$ cat config.mk
export PLATFORM = sky130hd
export DESIGN_NAME = fcs_gen_8
export DESIGN_NICKNAME = d
export VERILOG_FILES = /design/src/rtl/crc32_pkg.sv /design/src/rtl/fcs_gen_8.sv
export SDC_FILE = /design/constraint.sdc
export NUM_CORES = 1
export LEC_CHECK = 0
export CAP_MARGIN = 20
export CORE_MARGIN = 1
export CORE_UTILIZATION = 44
export DETAILED_ROUTE_END_ITERATION = 16
export PLACE_DENSITY = 0.64
export SLEW_MARGIN = 10
export SYNTH_ARGS = -nofsm -noshare
export SYNTH_HDL_FRONTEND = slang
export SYNTH_SLANG_ARGS = --single-unit
$ cat constraint.sdc
create_clock -name clk -period 2.5 [get_ports clk]
set_clock_uncertainty 0.15 [all_clocks]
set_input_delay 0.5 -clock clk [delete_from_list [all_inputs] [get_ports clk]]
set_output_delay 0.5 -clock clk [all_outputs]
set_load 0.01 [all_outputs]
$ cat src/rtl/crc32_pkg.sv
// Shared Ethernet CRC-32 definitions used by both the transmit FCS generator
// and the receive checker, so the two directions run one set of equations.
package crc32_pkg;

  localparam logic [31:0] CRC32_INIT    = 32'hFFFFFFFF;
  localparam logic [31:0] CRC32_RESIDUE = 32'hC704DD7B;
  localparam logic [31:0] CRC32_POLY    = 32'h04C11DB7;

  typedef enum logic [1:0] {
    ST_DATA = 2'd0,
    ST_PAD  = 2'd1,
    ST_FCS  = 2'd2
  } fcs_state_t;

  function automatic logic [7:0] bitrev8(input logic [7:0] b);
    logic [7:0] r;
    for (int i = 0; i < 8; i++) begin
      r[i] = b[7-i];
    end
    return r;
  endfunction

  // Ethernet sends each byte LSB first, so the byte is reversed and then
  // shifted MSB-first through the non-reflected LFSR.
  function automatic logic [31:0] crc32_byte_next(input logic [31:0] crc,
                                                  input logic [7:0]  data_byte);
    logic [7:0]  d;
    logic [31:0] c;
    logic        fb;
    d = bitrev8(data_byte);
    c = crc;
    for (int i = 7; i >= 0; i--) begin
      fb = c[31] ^ d[i];
      c  = {c[30:0], 1'b0};
      if (fb) begin
        c = c ^ CRC32_POLY;
      end
    end
    return c;
  endfunction

endpackage

$ cat src/rtl/fcs_gen_8.sv
// Transmit-side Ethernet FCS generator: passes frame bytes through, zero-pads
// short frames to P_MIN_LEN and appends the 4-byte FCS behind one output register.
module fcs_gen_8
  import crc32_pkg::*;
#(
  parameter int P_MIN_LEN = 60,
  parameter int P_CNT_W   = 6
) (
  input  logic       clk,
  input  logic       rst_n,
  input  logic [7:0] s_data,
  input  logic       s_vld,
  input  logic       s_last,
  output logic       s_rdy,
  output logic [7:0] m_data,
  output logic       m_vld,
  output logic       m_last,
  input  logic       m_rdy
);

  // Stream handshake (both sides): a byte moves on a rising clk edge where
  // vld and rdy are both high; a source holds its data and vld until then.

  localparam logic [P_CNT_W-1:0] MIN_C = P_CNT_W'(P_MIN_LEN);
  localparam logic [P_CNT_W-1:0] ONE_C = P_CNT_W'(1);

  fcs_state_t         state_q, state_d;
  logic [31:0]        crc_q, crc_d;
  logic [P_CNT_W-1:0] count_q, count_d;
  logic [1:0]         fcs_idx_q, fcs_idx_d;
  logic [7:0]         m_data_q, m_data_d;
  logic               m_vld_q, m_vld_d;
  logic               m_last_q, m_last_d;
  logic               rdy_en_q, rdy_en_d;

  logic               adv;
  logic [P_CNT_W-1:0] count_inc;
  logic [31:0]        crc_inv;
  logic [7:0]         fcs_byte;

  assign adv = ~m_vld_q | m_rdy;

  // rdy_en_q keeps s_rdy low for the first cycle out of reset.
  assign s_rdy = rdy_en_q & (state_q == ST_DATA) & adv;

  assign m_data = m_data_q;
  assign m_vld  = m_vld_q;
  assign m_last = m_last_q;

  always_comb begin
    count_inc = (count_q == MIN_C) ? count_q : count_q + ONE_C;
    crc_inv   = ~crc_q;
    case (fcs_idx_q)
      2'd0:    fcs_byte = bitrev8(crc_inv[31:24]);
      2'd1:    fcs_byte = bitrev8(crc_inv[23:16]);
      2'd2:    fcs_byte = bitrev8(crc_inv[15:8]);
      default: fcs_byte = bitrev8(crc_inv[7:0]);
    endcase
  end

  always_comb begin
    state_d   = state_q;
    crc_d     = crc_q;
    count_d   = count_q;
    fcs_idx_d = fcs_idx_q;
    m_data_d  = m_data_q;
    m_vld_d   = m_vld_q;
    m_last_d  = m_last_q;
    rdy_en_d  = 1'b1;

    if (adv) begin
      m_vld_d  = 1'b0;
      m_last_d = 1'b0;
    end

    case (state_q)
      ST_DATA: begin
        if (s_vld && s_rdy) begin
          m_data_d = s_data;
          m_vld_d  = 1'b1;
          crc_d    = crc32_byte_next(crc_q, s_data);
          count_d  = count_inc;
          if (s_last) begin
            if (count_inc < MIN_C) begin
              state_d = ST_PAD;
            end else begin
              state_d   = ST_FCS;
              fcs_idx_d = 2'd0;
            end
          end
        end
      end

      ST_PAD: begin
        if (adv) begin
          m_data_d = 8'h00;
          m_vld_d  = 1'b1;
          crc_d    = crc32_byte_next(crc_q, 8'h00);
          count_d  = count_inc;
          if (count_inc == MIN_C) begin
            state_d   = ST_FCS;
            fcs_idx_d = 2'd0;
          end
        end
      end

      ST_FCS: begin
        if (adv) begin
          m_data_d  = fcs_byte;
          m_vld_d   = 1'b1;
          fcs_idx_d = fcs_idx_q + 2'd1;
          if (fcs_idx_q == 2'd3) begin
            m_last_d = 1'b1;
            crc_d    = CRC32_INIT;
            count_d  = '0;
            state_d  = ST_DATA;
          end
        end
      end

      default: begin
        state_d = ST_DATA;
      end
    endcase
  end

  always_ff @(posedge clk) begin
    if (!rst_n) begin
      state_q   <= ST_DATA;
      crc_q     <= CRC32_INIT;
      count_q   <= '0;
      fcs_idx_q <= 2'd0;
      m_data_q  <= 8'h00;
      m_vld_q   <= 1'b0;
      m_last_q  <= 1'b0;
      rdy_en_q  <= 1'b0;
    end else begin
      state_q   <= state_d;
      crc_q     <= crc_d;
      count_q   <= count_d;
      fcs_idx_q <= fcs_idx_d;
      m_data_q  <= m_data_d;
      m_vld_q   <= m_vld_d;
      m_last_q  <= m_last_d;
      rdy_en_q  <= rdy_en_d;
    end
  end

endmodule

After elaboration in Yosys (flattened, before gate mapping)
Cells that the tools add are included.
- flip-flop bits (word level): 53
- latch bits: 0
- bits in writable memories: 0
- bits in read-only memories: 0
- memories: 0
- $add $sub $neg: 2
- $mul: 0
- div/mod/pow operators: 0
- order comparisons: 1
- eq/ne operators: 14
- shift-type cells: 0
- multiplexer cells: 84
- bitwise logic cells: 28
- reduce and logical (&&, ||, !) cells: 9
- operator list (cell ; number):
    2-to-1 mux 32 bit ; 32
    2-to-1 mux 27 bit ; 16
    NOT 14 bit ; 15
    case mux 32 bit (3 select lines) ; 1
    case mux 8 bit (3 select lines) ; 2
    NOT 32 bit ; 1
    2-to-1 mux 6 bit ; 5
    2-to-1 mux 2 bit ; 13
    2-to-1 mux 8 bit ; 3
    case mux 6 bit (3 select lines) ; 1
    equality test 6 bit (second input constant) ; 2
    inequality test 2 bit (second input constant) ; 6
    case mux 2 bit (3 select lines) ; 2
    2-to-1 mux 1 bit ; 8
    XOR 1 bit ; 8
    AND reduction 7 bit ; 1
    adder 6 x 1 -> 6 bit (second input constant) ; 1
    equality test 2 bit (second input constant) ; 3
    < comparator 6 bit (second input constant) ; 1
    AND reduction 6 bit ; 1
    AND reduction 5 bit ; 1
    equality test 2 x 1 -> 1 bit (second input constant) ; 2
    zero test 2 bit ; 2
    AND reduction 4 bit ; 1
    9 further kinds ; 10

Depth between registers and ports, before layout
Gate-level depths: netlist of the first run.
- depth in word-level cells: 34
- gate-level depth with buffers: 10
- mapped depth without buffers: 8

Worst setup path before layout of the first run
No wires, ideal clock.
- path type: input to register
- start: input port s_data[1]
- end: register crc_q[11]
- arrival: 2090 ps
- slack: 139 ps
- cell stages on the path: 7
- path through: clkbuf_2 xnor2_1 xnor2_2 xor3_1 xor2_1 a221oi_1 nor2_1
- longest elaborated chain between the ends: 26
- elaborated cells on any way between the ends: 27
- classes of those cells: mux: 21; bitwise: 6
- RTL lines (what ; line ; RTL):
    start: declaration ; fcs_gen_8.sv:11 ; input logic [7:0] s_data,
    XOR 1 bit * ; crc32_pkg.sv:33 ; fb = c[31] ^ d[i];
    2-to-1 mux 27 bit * ; crc32_pkg.sv:35 ; if (fb) begin
    2-to-1 mux 32 bit * ; fcs_gen_8.sv:78 ; if (s_vld && s_rdy) begin
    2-to-1 mux 32 bit * ; fcs_gen_8.sv:76 ; case (state_q)
    2-to-1 mux 27 bit ; crc32_pkg.sv:35 ;
    2-to-1 mux 32 bit * ; fcs_gen_8.sv:78 ;
    2-to-1 mux 32 bit * ; fcs_gen_8.sv:76 ;
    NOT 14 bit (no source line) ; n/a ;
    (+10 left out) ; n/a ;
    NOT 14 bit (no source line) ; n/a ;
    2-to-1 mux 27 bit ; crc32_pkg.sv:35 ;
    2-to-1 mux 32 bit * ; fcs_gen_8.sv:78 ;
    2-to-1 mux 32 bit * ; fcs_gen_8.sv:76 ;
    NOT 14 bit (no source line) ; n/a ;
    2-to-1 mux 27 bit * ; crc32_pkg.sv:35 ;
    2-to-1 mux 32 bit * ; fcs_gen_8.sv:78 ;
    case mux 32 bit (3 select lines) * ; fcs_gen_8.sv:76 ;
    end signal: assignment ; fcs_gen_8.sv:139 ; crc_q <= crc_d;
    end: declaration ; fcs_gen_8.sv:28 ; logic [31:0] crc_q, crc_d;
Mark *: on every way between the ends. The rest lies on a longest branch, timed or not. The select of a mux whose other input is x is not followed.
A chain may end at the register's enable or synchronous reset.

Final worst setup path of the first run
- start: input port m_rdy
- end: register crc_q[27]
- longest elaborated chain between the ends: 5
- elaborated cells on any way between the ends: 7
- classes of those cells: eq/ne: 3; bitwise: 2; reduce/logical: 2
- RTL lines (what ; line ; RTL):
    start: declaration ; fcs_gen_8.sv:18 ; input logic m_rdy
    bitwise OR 1 bit * ; fcs_gen_8.sv:41 ; assign adv = ~m_vld_q | m_rdy;
    bitwise AND 1 bit ; fcs_gen_8.sv:44 ; assign s_rdy = rdy_en_q & (state_q == ST_DATA) & adv;
    logical AND 1 bit ; fcs_gen_8.sv:78 ;
    inequality test 2 x 1 -> 1 bit (no source line) ; n/a ;
    AND reduction 5 bit (no source line) * ; n/a ;
Mark *: on every way between the ends. The rest lies on a longest branch, timed or not.

==> results_dict.tcl, run 1 <==
set metrics [dict create \
    outcome "complete, no violations" \
    slew-limit-headroom 0.5391 \
    min_period_over_period 0.9652 \
    synth-compound-area-share 0.1958 \
    synth-seq-area-share 0.2486 \
    cts_tree "yes" \
    synth_top_family_by_area "XOR/XNOR gates" \
    holdCritPathClass "reg -> reg" \
    cts_buffer_depth 2 \
    seqPwrFrac 0.163 \
    ys.flop_type "dfxtp_1" \
    synth_xor_area_frac 0.3102 \
    synth_edf_count 0 \
    cp_top_family "simple AND/OR/NAND/NOR gates" \
    hpwl_um 9814 \
    insertion_delay_ps 310 \
    arrival_ps 2520 \
    instances_no_fill 722 \
    ys_top_cells_by_area "dfxtp_1 25%, xnor2_1 17%, xor2_1 6.8%, nor2_1 4.0%, nand2_1 3.7%" \
    startpoint_type "input pin" \
    dp_cells 713 \
    clk_pin_slew_worst_paths_ps 100 \
    fmax_ghz 0.4144 \
    synth_top_area_share 0.2486 \
    critPathMaxFanout 27 \
    syn2layout_area_growth_pct 24.77 \
    drive_gt1_frac 0.2024 \
    port-buffer-count 23 \
    finalHoldViolations 0 \
    cp.buffers_inverters 3 \
    worstMarginPinSlew_ps 682.7 \
    place_congestion 0.9544 \
    grt_pass1_vias 3815 \
    fin_crit_ps 2413 \
    syn-cell-area_um2 4268 \
    yosysWarnings 0 \
    ios 24 \
    synthSimpleGateAreaFrac 0.1448 \
    die_w_um 100.5 \
    drt-initial-drc-count 304 \
    setup_slack_ps 86.90 \
    postPlaceCellArea_um2 5164 \
    cp_slowest_stage_delay_ps 590 \
    cts_made_buffers 5 \
    drv_slew 0 \
    avgViaCountPerCell 5.670 \
    async_flop_share 0 \
    grtUsageTotal 0.2676 \
    insertedDiodeCount 0 \
    htreeDepth 2 \
    synth.distinct_cells 56 \
    grt_overflow_total 0 \
    design_area_um2 5325 \
    drc 0 \
    crit_chain "clkdlybuf4s50_1 -> nand2b_1 -> a31oi_1 -> or4_1 -> buf_6 -> nand2_1 -> buf_4 -> o32a_1" \
    yosys.area.top_type "dfxtp_1" \
    rows 35 \
    yosysMostFrequentCell "xnor2_1" \
    combPwrFrac 0.779 \
    p_sw_mw 3.997 \
    antenna_found_initial 0 \
    clockRootBuffer "clkbuf_8" \
    drtAntennaViolNets 0 \
    setup_viol 0 \
    maxCapViolCount 0 \
    crit_path_top_delay_cell "or4_1" \
    hold_buffers 0 \
    endpoint_kind "register" \
    vias 4094 \
    wirelength_um 13000 \
    dp_slack_ps -524.1 \
    dieArea_um2 10100 \
    syn_nets 539 \
    grt_max_degree 28 \
    fp.coreArea_um2 9328 \
    synth.area.mux_share 0.01202 \
    synth-adder-area-share 0.02932 \
    cts_sinks 53 \
    p_leak_nw 2.143 \
    dieHeight_um 100.5 \
    p_sw_frac 0.4515 \
    path_class "in -> reg" \
    clockPowerShare 0.058 \
    start_util 0.4575 \
    ys_ff_latch 53 \
    routedWlPerCell_um 18.00 \
    critPathRequiredTime_ps 2610 \
    avgSynthCellArea_um2 8.271 \
    p_per_area_nw_per_um2 1662 \
    rsz0062_at_grt "yes" \
    syn_inst 516 \
    grt_pass1_wl_um 20640 \
    firstDrtPassIters 5 \
    power.internal_mw 4.856 \
    ir_worst_vdd_v 0.0006052 \
    nNetsFinal 615 \
    synthTopCellsByCount "83 x xnor2_1, 53 x dfxtp_1, 46 x nor2_1, 42 x nand2_1, 33 x xor2_1" \
]
[repair_timing]
item | in CTS | in global routing
gates resized for setup | 6 | 9
buffers inserted | 0 | 1
setup endpoints to repair | 3 | 17
pin swaps | 0 | 3
[flip-flops by register name (all words and copies together), names as in the netlist, named ones only]
name,count
crc_q,32
m_data,8
count_q,6
fcs_idx_q,2
state_q,2
m_vld,1
rdy_en_q,1
[per-stage QoR]
stage | util | power [mW] | hold slack (ps) | setup TNS, ps
floorplan | - | 6.099 | 321.1 | 0
finish | 0.5709 | 8.853 | 353.8 | 0
global placement | 0.5536 | 8.075 | 325.4 | -6649
CTS | 0.5662 | 8.768 | 351.7 | 0
global route | 0.5709 | 9.475 | 378.2 | -25.79
detailed placement | 0.5536 | 8.169 | 332.7 | -7239
[kinds of logic (layout without fill, tap and decap cells)]
kind of cell | after synthesis | after routing
AND/OR/NAND/NOR | 137 | 137
XOR/XNOR | 132 | 132
AO/OA/AOI/OAI | 123 | 123
buffers and inverters | 56 | 133
flip-flops | 53 | 53
adder cells (fa/ha/maj) | 10 | 10
multiplexers | 5 | 5
[per-layer routing]
layer	up-vias	wire (µm)	global-route usage
li1	1934	-	-
met1	1963	5777	0.3591
met2	161	6158	0.4573
met3	36	723	0.02497
met4	0	340	0.07692
met5	-	0	0
[layout make-up]
type	count	area, µm²
Fill cell	853	4003
Multi-Input combinational cell	407	3014
Sequential cell	53	1064
Timing Repair Buffer	109	935.9
Tap cell	129	161.4
Clock buffer	5	68.82
Inverter	16	60.06
Clock inverter	3	21.27
[worst min-delay path, cell delays in order, from the launching register on]
cell      delay, ps
dfxtp_1         330
nor2_1           90
a311oi_1         50
[placed cells by master, fill, tap and decap left out, drive strengths merged, types with 11 or more instances in the layout]
| cell type | netlist | routed |
|---|---|---|
| inv | 14 | 15 |
| xor2 | 35 | 35 |
| a21oi | 18 | 18 |
| nor2 | 46 | 46 |
| xnor2 | 92 | 92 |
| dfxtp | 53 | 53 |
| o21ai | 30 | 30 |
| clkdlybuf4s50 | 0 | 19 |
| nand3 | 14 | 14 |
| nand2 | 42 | 42 |
| nor2b | 11 | 11 |
| buf | 11 | 86 |
[power groups by stage]
| stage | clock network (mW) | registers, mW | logic (mW) |
|---|---|---|---|
| after floorplan | 0 | 1.34 | 4.76 |
| after global placement | 0 | 1.45 | 6.62 |
| after detailed placement | 0 | 1.45 | 6.71 |
| after CTS | 0.533 | 1.44 | 6.80 |
| after global routing | 0.556 | 1.48 | 7.44 |
| final | 0.513 | 1.45 | 6.89 |
[final timing paths]
check,from,endpoint,slack [ps],cells after the start
worst max-delay path,m_rdy,crc_q[27]$_SDFFE_PN1P_,90,8
worst min-delay path,m_data[6]$_SDFFE_PN0P_,m_data[6]$_SDFFE_PN0P_,350,2
worst max register to register,state_q[0]$_SDFFE_PN0P_,crc_q[29]$_SDFFE_PN1P_,170,10
worst min register to register,m_data[6]$_SDFFE_PN0P_,m_data[6]$_SDFFE_PN0P_,350,2
Note: power is estimated with default switching activity, not from simulation.
==> inputs of run 2 (changes only) <==
--- a/config.mk
+++ b/config.mk
@@ -10,7 +10,7 @@
 export CORE_UTILIZATION = 44
 export DETAILED_ROUTE_END_ITERATION = 16
 export PLACE_DENSITY = 0.64
-export SLEW_MARGIN = 10
+export SKIP_CTS_REPAIR_TIMING = 1
 export SYNTH_ARGS = -nofsm -noshare
 export SYNTH_HDL_FRONTEND = slang
 export SYNTH_SLANG_ARGS = --single-unit
==> results_dict.tcl, run 2 (synthesis gave the netlist of run 1 again) <==
set metrics [dict create \
    dp_slack_ps -524.1 \
    p_per_area_nw_per_um2 1663 \
    cts_buffer_depth 2 \
    rows 35 \
    vias 4092 \
    finalHoldViolations 0 \
    dr.max_layer_used "met4" \
    n_fill_cell 855 \
    most-common-layout-cells "82 x buf_4, 78 x xnor2_1, 51 x dfxtp_1, 46 x nor2_1, 42 x nand2_1" \
    cp_top_family "buffers and inverters" \
    outcome "complete, no violations" \
    drv_slew 0 \
    ir_worst_vdd_v 0.0006310 \
    regArea_um2 1064 \
    holdCritPathClass "reg -> reg" \
    insertion_delay_ps 310 \
    grt_pass1_wl_um 20630 \
    insertedDiodeCount 0 \
    clk_pin_slew_worst_paths_ps 110 \
    antenna_found_initial 0 \
    fp.coreArea_um2 9328 \
    critPathMaxFanout 2 \
    holdPathStages 2 \
    ios 24 \
    final_core_util 0.5722 \
    setup_viol 0 \
    cts_tree "yes" \
    slew-limit-headroom 0.5447 \
    syn2layout_area_growth_pct 25.07 \
    multi_input_area_um2 3023 \
    grt_pass1_vias 3774 \
    wl_met2_um 6122 \
    postPlaceCellArea_um2 5164 \
    tns_ps 0 \
    grt_max_degree 28 \
    path_depth 9 \
    dieHeight_um 100.5 \
    drt-met1-wl_um 5716 \
    final_common_cell "buf_4" \
    crit_chain "clkdlybuf4s50_1 -> buf_4 -> xnor2_1 -> xnor2_2 -> xnor2_2 -> xnor2_1 -> a2111oi_2 -> buf_4 -> a31oi_1" \
    cp_slowest_stage_delay_ps 500 \
    worstMarginPinSlew_ps 674.3 \
    drive_gt1_frac 0.2088 \
    endpoint_kind "register" \
    port-buffer-count 23 \
    arrival_ps 2480 \
    grt_overflow_total 0 \
    nNetsFinal 616 \
    maxCapViolCount 0 \
    htreeDepth 2 \
    drc 0 \
    wl_met3_um 754 \
    min_period_over_period 0.9677 \
    grtUsageTotal 0.2675 \
    r2r_cells 5 \
    critPathRequiredTime_ps 2560 \
    hpwl_um 9814 \
    drtAntennaViolNets 0 \
    instances_no_fill 723 \
    cp.buffers_inverters 3 \
    place_congestion 0.9544 \
    drt-initial-drc-count 292 \
    setup_slack_ps 80.70 \
    firstDrtPassIters 5 \
    die_w_um 100.5 \
    startpoint_type "input pin" \
    design_area_um2 5338 \
    top_register "crc_q" \
    dp_cells 713 \
    avgViaCountPerCell 5.660 \
    wirelength_um 12980 \
    clockRootBuffer "clkbuf_8" \
    largest_reg_flops 32 \
    p_leak_nw 2.154 \
    fin_crit_ps 2419 \
    path_class "in -> reg" \
    fmax_ghz 0.4133 \
    dieArea_um2 10100 \
    holdWs_ps 353.5 \
    cts_sinks 53 \
    total_power_mw 8.874 \
    cts_made_buffers 5 \
    routedWlPerCell_um 17.95 \
    start_util 0.4575 \
    crit_path_top_delay_cell "clkdlybuf4s50_1" \
]
[run 2: metal layers]
layer  vias to the layer above  global-route usage
met5                         -                   0
met4                         0             0.07804
li1                       1932                   -
met2                       187              0.4536
met1                      1941              0.3595
met3                        32             0.02774
[run 2: report_power, final]
part / switching, mW / internal [mW]
Combinational: 3.36 / 3.55
Sequential: 0.322 / 1.13
Clock: 0.317 / 0.200
Total: 4.00 / 4.87
[run 2: cell type report]
type	instances	share of cell area
multi-input combinational	407	0.5663
sequential	53	0.1992
timing repair buffer	110	0.1760
tap	129	0.03024
clock buffer	5	0.01289
inverter	16	0.01125
clock inverter	3	0.003985
[run 2: worst reg2reg max path: stages (launching register included)]
cell	delay [ps]
dfxtp_1	400
inv_1	80
ha_1	410
and2_1	490
o311ai_0	380
a311oi_1	320
[run 2: path summary, 6_finish.rpt]
path	start	to	slack, ps
min reg2reg	m_data[6]$_SDFFE_PN0P_	m_data[6]$_SDFFE_PN0P_	350
min	m_data[6]$_SDFFE_PN0P_	m_data[6]$_SDFFE_PN0P_	350
max reg2reg	state_q[1]$_SDFFE_PN0P_	m_data[1]$_SDFFE_PN0P_	190
max	s_data[6]	crc_q[6]$_SDFFE_PN1P_	80
==> inputs of run 3 (changes only) <==
--- a/config.mk
+++ b/config.mk
@@ -11,6 +11,7 @@
 export DETAILED_ROUTE_END_ITERATION = 16
 export PLACE_DENSITY = 0.64
 export SKIP_CTS_REPAIR_TIMING = 1
+export SLEW_MARGIN = 20
 export SYNTH_ARGS = -nofsm -noshare
 export SYNTH_HDL_FRONTEND = slang
 export SYNTH_SLANG_ARGS = --single-unit
==> results of run 3 <==
No change in the layout: final DEF, timing and power equal those of run 2.
